[src/rtl/seed_ram_arbiter.sv]
// Round-robin arbiter sharing the single-port Toeplitz seed RAM between host writes and the seed reader.
// Grants one cycle after a request is sampled in IDLE; reads return RD_LAT cycles after the grant; requesters hold req until gnt.
module seed_ram_arbiter #(
  parameter int ADDR_W = 7,
  parameter int DATA_W = 32,
  parameter int RD_LAT = 2,
  parameter int WORDS  = 96
) (
  input  logic              clk_in,
  input  logic              rst,
  input  logic              wr_req,
  input  logic [ADDR_W-1:0] wr_addr,
  input  logic [DATA_W-1:0] wr_data,
  output logic              wr_gnt,
  input  logic              rd_req,
  input  logic [ADDR_W-1:0] rd_addr,
  output logic              rd_gnt,
  output logic [DATA_W-1:0] rd_data,
  output logic              rd_valid,
  output logic              addr_err,
  input  logic              seed_clr,
  output logic              seed_ready,
  output logic [ADDR_W-1:0] ram_addr,
  output logic [DATA_W-1:0] ram_wdata,
  output logic              ram_we,
  output logic              ram_re,
  input  logic [DATA_W-1:0] ram_rdata
);

  localparam int CNT_W  = $clog2(WORDS + 1);
  localparam int WAIT_W = (RD_LAT > 1) ? $clog2(RD_LAT) : 1;

  typedef enum logic [1:0] {IDLE, WR, RD, RWAIT} state_t;

  state_t              state_q, state_d;
  logic                prio_rd_q, prio_rd_d;
  logic [WAIT_W-1:0]   wait_q, wait_d;
  logic [CNT_W-1:0]    cnt_q, cnt_d;
  logic                ready_q, ready_d;
  logic                rd_err_q, rd_err_d;
  logic                wr_gnt_q, wr_gnt_d;
  logic                rd_gnt_q, rd_gnt_d;
  logic                rd_valid_q, rd_valid_d;
  logic                addr_err_q, addr_err_d;
  logic                ram_we_q, ram_we_d;
  logic                ram_re_q, ram_re_d;
  logic [ADDR_W-1:0]   ram_addr_q, ram_addr_d;
  logic [DATA_W-1:0]   ram_wdata_q, ram_wdata_d;
  logic [DATA_W-1:0]   rd_data_q, rd_data_d;

  logic wr_in, rd_in, grant_wr, grant_rd, cap;

  assign wr_in = ({1'b0, wr_addr} < (ADDR_W+1)'(WORDS));
  assign rd_in = ({1'b0, rd_addr} < (ADDR_W+1)'(WORDS));

  always_comb begin
    state_d     = state_q;
    prio_rd_d   = prio_rd_q;
    wait_d      = wait_q;
    cnt_d       = cnt_q;
    ready_d     = ready_q;
    rd_err_d    = rd_err_q;
    wr_gnt_d    = 1'b0;
    rd_gnt_d    = 1'b0;
    rd_valid_d  = 1'b0;
    addr_err_d  = 1'b0;
    ram_we_d    = 1'b0;
    ram_re_d    = 1'b0;
    ram_addr_d  = ram_addr_q;
    ram_wdata_d = ram_wdata_q;
    rd_data_d   = rd_data_q;
    grant_wr    = 1'b0;
    grant_rd    = 1'b0;
    cap         = 1'b0;

    case (state_q)
      IDLE: begin
        // On contention the side that was not granted last wins
        grant_wr = wr_req && (!rd_req || !prio_rd_q);
        grant_rd = rd_req && !grant_wr;
        if (grant_wr) begin
          state_d     = WR;
          prio_rd_d   = 1'b1;
          wr_gnt_d    = 1'b1;
          ram_we_d    = wr_in;
          addr_err_d  = !wr_in;
          ram_addr_d  = wr_addr;
          ram_wdata_d = wr_data;
          if (wr_in && !ready_q) begin
            cnt_d   = cnt_q + CNT_W'(1);
            ready_d = (cnt_q == CNT_W'(WORDS - 1));
          end
        end else if (grant_rd) begin
          state_d    = RD;
          prio_rd_d  = 1'b0;
          rd_gnt_d   = 1'b1;
          ram_re_d   = rd_in;
          addr_err_d = !rd_in;
          rd_err_d   = !rd_in;
          ram_addr_d = rd_addr;
        end
      end
      WR: state_d = IDLE;
      RD: begin
        state_d = RWAIT;
        wait_d  = WAIT_W'(RD_LAT - 1);
        cap     = (RD_LAT == 1);
      end
      RWAIT: begin
        // ram_rdata is sampled on the edge RD_LAT cycles after ram_re rose
        if (wait_q == '0) begin
          state_d = IDLE;
        end else begin
          wait_d = wait_q - WAIT_W'(1);
          cap    = (wait_q == WAIT_W'(1));
        end
      end
      default: state_d = IDLE;
    endcase

    if (cap) begin
      rd_valid_d = 1'b1;
      rd_data_d  = rd_err_q ? '0 : ram_rdata;
    end

    if (seed_clr) begin
      cnt_d   = '0;
      ready_d = 1'b0;
    end
  end

  always_ff @(posedge clk_in or posedge rst) begin
    if (rst) begin
      state_q     <= IDLE;
      prio_rd_q   <= 1'b0;
      wait_q      <= '0;
      cnt_q       <= '0;
      ready_q     <= 1'b0;
      rd_err_q    <= 1'b0;
      wr_gnt_q    <= 1'b0;
      rd_gnt_q    <= 1'b0;
      rd_valid_q  <= 1'b0;
      addr_err_q  <= 1'b0;
      ram_we_q    <= 1'b0;
      ram_re_q    <= 1'b0;
      ram_addr_q  <= '0;
      ram_wdata_q <= '0;
      rd_data_q   <= '0;
    end else begin
      state_q     <= state_d;
      prio_rd_q   <= prio_rd_d;
      wait_q      <= wait_d;
      cnt_q       <= cnt_d;
      ready_q     <= ready_d;
      rd_err_q    <= rd_err_d;
      wr_gnt_q    <= wr_gnt_d;
      rd_gnt_q    <= rd_gnt_d;
      rd_valid_q  <= rd_valid_d;
      addr_err_q  <= addr_err_d;
      ram_we_q    <= ram_we_d;
      ram_re_q    <= ram_re_d;
      ram_addr_q  <= ram_addr_d;
      ram_wdata_q <= ram_wdata_d;
      rd_data_q   <= rd_data_d;
    end
  end

  assign wr_gnt     = wr_gnt_q;
  assign rd_gnt     = rd_gnt_q;
  assign rd_valid   = rd_valid_q;
  assign rd_data    = rd_data_q;
  assign addr_err   = addr_err_q;
  assign seed_ready = ready_q;
  assign ram_addr   = ram_addr_q;
  assign ram_wdata  = ram_wdata_q;
  assign ram_we     = ram_we_q;
  assign ram_re     = ram_re_q;

endmodule

[config.mk]
export PLATFORM = sky130hd
export DESIGN_NAME = seed_ram_arbiter
export DESIGN_NICKNAME = d
export VERILOG_FILES = /design/src/rtl/seed_ram_arbiter.sv
export SDC_FILE = /design/constraint.sdc
export NUM_CORES = 1
export LEC_CHECK = 0
export ABC_CLOCK_PERIOD_IN_PS = 2940
export CAP_MARGIN = 25
export CORE_MARGIN = 3
export CORE_UTILIZATION = 38
export DETAILED_ROUTE_END_ITERATION = 10
export PLACE_DENSITY_LB_ADDON = 0.2
export SLEW_MARGIN = 30
export SYNTH_ARGS = -nofsm -noshare
export SYNTH_HDL_FRONTEND = slang
export SYNTH_SLANG_ARGS = --single-unit
[constraint.sdc]
create_clock -name clk_in -period 2.94 [get_ports clk_in]
set_clock_uncertainty 0.05 [all_clocks]
set_input_delay 0.588 -clock clk_in [delete_from_list [all_inputs] [get_ports clk_in]]
set_output_delay 0.588 -clock clk_in [all_outputs]
set_load 0.01 [all_outputs]
======== After elaboration in Yosys (flattened, before gate mapping) ========
Cells that the tools add are included.
word-level totals
  register bits after elaboration ......... 90
  input port bits ......................... 83
  word-level logic and storage cells ...... 82
cells by class
  reductions and logical operators ........ 21
  add/sub/neg operators ................... 2
  $lt $le $gt $ge ......................... 2
  muxes and demuxes ....................... 35
  equality and inequality tests ........... 6
  bitwise operators ....................... 1
operator list
  cell                                                                   number
  7-bit two-way mux                                                      6
  32-bit two-way mux                                                     1
  1-bit two-way mux                                                      23
  7-bit less-than comparator, second input constant                      2
  2-bit nonzero test                                                     5
  2-bit case mux with 4 select lines                                     1
  7-bit by 1-bit adder with 7-bit output, second input constant          1
  7-bit equality test, second input constant                             1
  1-bit logical NOT                                                      6
  2-bit two-way mux                                                      3
  2-bit AND reduction                                                    3
  3-bit AND reduction                                                    2
  2-bit equality test, second input constant                             2
  1-bit logical AND                                                      3
  3-bit inequality test, second input constant                           1
  2-bit by 1-bit equality test with 1-bit output, second input constant  1
  2-bit logical NOT                                                      1
  2-bit inequality test, second input constant                           1
  1-bit case mux with 2 select lines                                     1
  1-bit logical OR                                                       1
  1-bit NOT                                                              1
  1-bit subtractor, second input constant                                1

======== Depth between registers and ports, before layout ========
  word-level depth ........................ 8
  gate-level depth with buffers ........... 5

======== Least setup slack after synthesis ========
OpenSTA, ideal clock, no wires.
  kind .................................... input -> register
  start point ............................. in wr_req
  end point ............................... reg cnt_q[6]
  required time ........................... 2.812 ns
  cell stages on the path ................. 4
  arrival ................................. 1.541 ns
  setup time .............................. 0.078 ns
  path slack .............................. 1.271 ns
  buffers on the path ..................... 0
  cell sequence ........................... a21boi_4 > nand4_2 > or4_1 > a21oi_1
between the ends
  longest elaborated chain between the ends .. 3
RTL lines
  item                           line  text
  start: declaration             11    input logic wr_req,
  1-bit logical AND              79    grant_wr = wr_req && (!rd_req || !prio_rd_q);
  2-bit nonzero test (no line)   n/a
  3-bit AND reduction (no line)  n/a
  end signal: assignment         153   cnt_q <= cnt_d;
  end: declaration               38    logic [CNT_W-1:0] cnt_q, cnt_d;
Every way passes these cells.
A chain may end at the register's enable or synchronous reset.

======== Worst setup path after layout ========
  start point ............................. reg ready_q, in the netlist seed_ready
  end point ............................... out seed_ready
RTL lines
  item                      line  text
  start: declaration        39    logic ready_q, ready_d;
  start signal: assignment  154   ready_q <= ready_d;
  end: declaration          22    output logic seed_ready,
No word-level cell between the ends.

==> results.md <==
- Headroom to the max-slew limit: 45.5%
- Post-route core utilization: 60.6%
- Cells along the critical path: clkdlybuf4s50_1
- Initial detailed-routing violation count: 102
- Cell area after synthesis: 3660 um^2
- Overall die height: 104 um
- Unrepaired setup endpoints after global routing: false
- Data required time at the worst endpoint: 2.30 ns
- Clock buffer count from CTS: 9
- Die area: 10800 um^2
- Warnings, synthesis: 0
- Startpoint of the worst-slack reg-to-reg timing path: state_q[1]
- Antenna violations before repair: 0
- Cell row count: 35
- Data arrival time of the critical path: 1.36 ns
- Count of unique library cells instantiated by Yosys: 34
- H-tree depth reported by CTS: 3
- Vias: 2851
- Peak supply drop: 0.000427 V
- Critical Path Fanout Max: 5
- Power Density: 953 nW/um^2
- Crit-path slowest cell: clkdlybuf4s50_1
- Starting density of the core: 39.4%
- Floorplan Core Area: 9280 um^2
- Bufs on Longest Clock Path: 2
- Top delay family on crit path: buffers and inverters
- Signed area change from the synthesized netlist to the final layout: 53.8%
- Fin. Hold Viols: 0
- Highest-count cells in the layout ignoring fill and taps: clkdlybuf4s50_1, dfrtp_1, nand2_1
- Post-cts sizing count: 0
- Overflow left after global routing: 0
- Layout Nets: 568
- Worst slew pin tran: 0.818 ns
- Setup Crit Path Kind: register to primary output
- Crit path capture type: primary output
- First-pass GRT wire length: 14300 um
- Synthesized net count: 409
- Worst skew pair latency: 0.35 ns
- Result of the run: finished, final reports clean
- Maximum number of pins on one net before global-route repair: 66
- Post-DP HPWL: 6420 um
- CTS tree: built
- Hold-fix buffers at CTS: 0
- Cells on worst reg2reg path: 4
- Most common cell after layout, fill and taps aside: clkdlybuf4s50_1
- Number of maximum-capacitance violations: 0
- Residual antenna-violating net count after detailed routing: 0
- Number of standard cells after synthesis: 325
- First-pass iteration count of the detailed router: 4
- Placed insts: 602
- FF-to-FF End: cnt_q[6]
- Endpoint of the worst hold path: rd_data[16]
- Antenna Cells: 0
- X dimension of the die: 104 um
- Clk sink count: 90
- Total setup buffers inserted after CTS: 0
- Proportion of synthesized chip area in sequential cells: 61.5%
- Kind of start point of the critical path: register
- Total Routing Usage GR: 16.3%
- Vias in the first global route: 2788
- Clock input transition at the sequential cells of the worst setup and hold paths: 0.09 ns
- Gp weighted congestion: 0.771
- Share of flip-flops with an asynchronous set or reset: 100%
- Count of buffer and inverter cells on the critical path: 1
- Register-to-register setup slack: 1.22 ns
- Top-level port count: 161
- Syn avg cell area: 11.3 um^2
- Final Max Slew Viols: 0
- FILL cells: 823
- Synth Flop Type: dfrtp_1
- TNS Setup: 0 ns
- Via count normalized by instance count: 4.61
- Post-route fraction of the period consumed by the critical path: 68.0%
- Final Non-Filler Cells: 618
- Hold_sp: rd_data[16]
- Library cell used as clock root buffer: clkbuf_8
- DRC: 0
- EDFF count, synth: 0
- Final critical-path required period: 2.00 ns
- Class of the tightest hold or removal check: register to register
- Layout cells sized above 1: 12.1%
- Mean routed wirelength per cell: 14.3 um
- Total routed wirelength: 8850 um
- CP peak stage delay: 0.58 ns
- Seq cells post-synth: 90
- Top achievable clock speed: 500 MHz
- Final setup violation count: 0
- Port Buffers: 160
- Worst hold path depth: 2
- Cell leakage power: 2.41 nW
## per-layer routing
layer  vias to the layer above  track usage, %  part of all wire, %  wire [um]
met2                        77            28.1                   51       4530
met3                        12            3.72                  4.7        415
li1                       1399               -                    -          -
met1                      1363            20.3                   43       3800
met4                         0            5.41                  1.2        108
met5                         -               0                    0          0
## cell families after synthesis
kind of cell / Yosys count / synth area share, %
simple gates: 118 / 15.6
flops: 90 / 61.5
compound gates: 55 / 8.65
mux: 34 / 10.4
buf+inv: 23 / 2.50
xor+xnor: 4 / 0.957
fa+ha+maj: 1 / 0.342
## per-stage QoR
stage | setup slack, ns | total power [mW] | area [um^2] | hold WS (ns)
floorplan | 1.25 | 3.18 | 3660 | 0.455
global placement | 0.633 | 4.45 | 5410 | 0.413
detailed placement | 0.595 | 4.51 | 5410 | 0.420
CTS | 0.925 | 5.45 | 5630 | 0.438
global route | 0.861 | 5.73 | 5630 | 0.466
finish | 0.941 | 5.36 | 5630 | 0.435
## sequential cells by signal, indices dropped and copies added (netlist names)
register,count
seed_ready,1
addr_err,1
ram_wdata,32
prio_rd_q,1
rd_gnt,1
ram_re,1
wait_q,1
ram_we,1
cnt_q,7
rd_err_q,1
state_q,2
rd_valid,1
wr_gnt,1
ram_addr,7
rd_data,32
## layout make-up
cell class	count	area (um^2)	area share, %
clock inverter	6	88.8	1.58
inverter	6	26.3	0.467
clock buffer	10	128	2.27
timing repair buffer	165	1650	29.3
multi-input combinational	212	1320	23.5
tap	129	161	2.87
sequential	90	2250	40.0
## where the power goes
part | switching [mW] | leakage (nW) | internal [mW] | total (mW)
Sequential | 0.331 | 1.11 | 1.77 | 2.10
Clock | 0.436 | 0.103 | 0.481 | 0.917
Combinational | 0.954 | 1.19 | 1.39 | 2.34
## how the worst max path moves through the flow
stage	start	end	slack (ns)	cells after the start
5_1_grt	wr_req	cnt_q[6]	0.86	5
3_3_place_gp	rd_req	ram_wdata[3]	0.63	5
4_1_cts	seed_ready	seed_ready	0.92	1
3_5_place_dp	rd_req	seed_ready	0.59	5
2_1_floorplan	rst	addr_err	1.25	1
6_report	seed_ready	seed_ready	0.94	1
## cells in the mapped netlist, types with 2 or more instances
library cell | number | area share, %
a21oi_1 | 4 | 0.55
a31oi_1 | 7 | 1.2
buf_2 | 4 | 0.55
clkbuf_1 | 12 | 1.2
dfrtp_1 | 90 | 62
inv_1 | 6 | 0.62
mux2_2 | 33 | 10
nand2_1 | 55 | 5.6
nand2b_1 | 33 | 5.6
nand3_1 | 5 | 0.68
nor2_1 | 15 | 1.5
o21ai_0 | 37 | 5.1
xnor2_1 | 2 | 0.48
xor2_1 | 2 | 0.48
(Power assumes the default switching activity.)
==> patch: new RTL, config.mk and constraints unchanged <==
Encoding of `state_t`: now one-hot (4 bits for 4 states).
--- a/src/rtl/seed_ram_arbiter.sv
+++ b/src/rtl/seed_ram_arbiter.sv
@@ -30,7 +30,7 @@
   localparam int CNT_W  = $clog2(WORDS + 1);
   localparam int WAIT_W = (RD_LAT > 1) ? $clog2(RD_LAT) : 1;
 
-  typedef enum logic [1:0] {IDLE, WR, RD, RWAIT} state_t;
+  typedef enum logic [3:0] {IDLE = 4'b0001, WR = 4'b0010, RD = 4'b0100, RWAIT = 4'b1000} state_t;
 
   state_t              state_q, state_d;
   logic                prio_rd_q, prio_rd_d;
Formal check against the unedited RTL: same outputs for any inputs over 10 cycles, from zero or initial values and one cycle with rst high; not proved beyond that.
==> patch against the original RTL <==
Setup slack got worse by 0.13 ns; sequential cell count increased by 2; worst hold slack got worse by 0.016 ns; power fell by 2.8%; final cell count up 11%; via count increased by 12%; synthesized area is 2.6% higher; wire length increased by 7.2%; largest cell class unchanged; non-clock buffer count is 2 higher; design area is 1.5% higher; critical path depth is 5 higher.
==> patch: results (changes against the original RTL) <==
| Metric | Value |
|---|---|
| Outcome | finished clean |
| GR Layer Usage met3 | 0.05573 (+0.01848) |
| Synth Area per Inst | 9.527 sq um (-15%) |
| Syn_nets | 478 (+17%) |
| Hold WS | 0.4185 ns (-0.01625 ns) |
| Tmin final | 2.130 ns (+0.1310 ns) |
| DP Wirelength | 6.687 mm (+4.1%) |
| Type of the worst setup path | input port to flop |
| Largest net degree at the start of global routing | 41 (-38%) |
| First-pass GRT wire length | 15.68 mm (+9.8%) |
| Seq/Total Area, Yosys | 0.6137 (-0.001718) |
| Total power | 5.209 mW (-2.8%) |
| Critical path arrival | 2.35 ns (+0.99 ns) |
| Drt first-iter violations | 71 (-30%) |
| Dpl ws | 0.4547 ns (-0.1400 ns) |
| Relative slew slack | 0.4381 (-0.01670) |
| Inst Count DP | 671 (+11%) |
| Cell variety after synth | 30 (-12%) |
| Hold Path End | rd_data[10] |
| Hold_sp | rd_data[10] |
| Worst Path Max Fanout | 12 (+7) |
| Number of global-route vias before repair | 3189 (+14%) |
| WL final | 9.484 mm (+7.2%) |
| FF-to-FF Start | state_q[0] |
| Leakage | 2.616 nW (+8.6%) |
| Sw Pwr | 1.807 mW (+5.0%) |
| Synth top area cells | dfrtp_1, nand2_1, nand3b_1, a21oi_1, mux2i_1 |
| Internal reg-to-reg setup slack | 0.94 ns (-0.28 ns) |
| Total GRT Usage | 0.1723 (+0.008939) |
==> patch: changes by cell type after synthesis, moves of 2 or more <==
cell and delta:
a31oi_1 -6, nand2_1 +115, xnor2_1 -2, clkbuf_1 -2
nor2_1 -2, nand3b_1 +35, nand2b_1 -30, buf_1 +3
mux2_2 -33, o21ai_0 -29, a21oi_1 +13, or3_1 +2
mux2i_1 +6
==> patch: area by class of cell <==
class	count	area, sq um
fill	807	3704
sequential	92	2303
timing repair buffer	167	1692
multi-input combinational	277	1350
tap	129	161.4
clock buffer	11	141.4
clock inverter	5	37.54
inverter	6	26.28
==> patch: logic make-up (layout without fill, tap and decap cells) <==
group,Yosys count,after routing,synth area share
fa+ha+maj,1,1,0.003333
compound gates,32,32,0.04700
xor+xnor,2,2,0.004668
mux,7,7,0.01867
flops,92,92,0.6137
buf+inv,25,189,0.02667
simple gates,235,235,0.2860
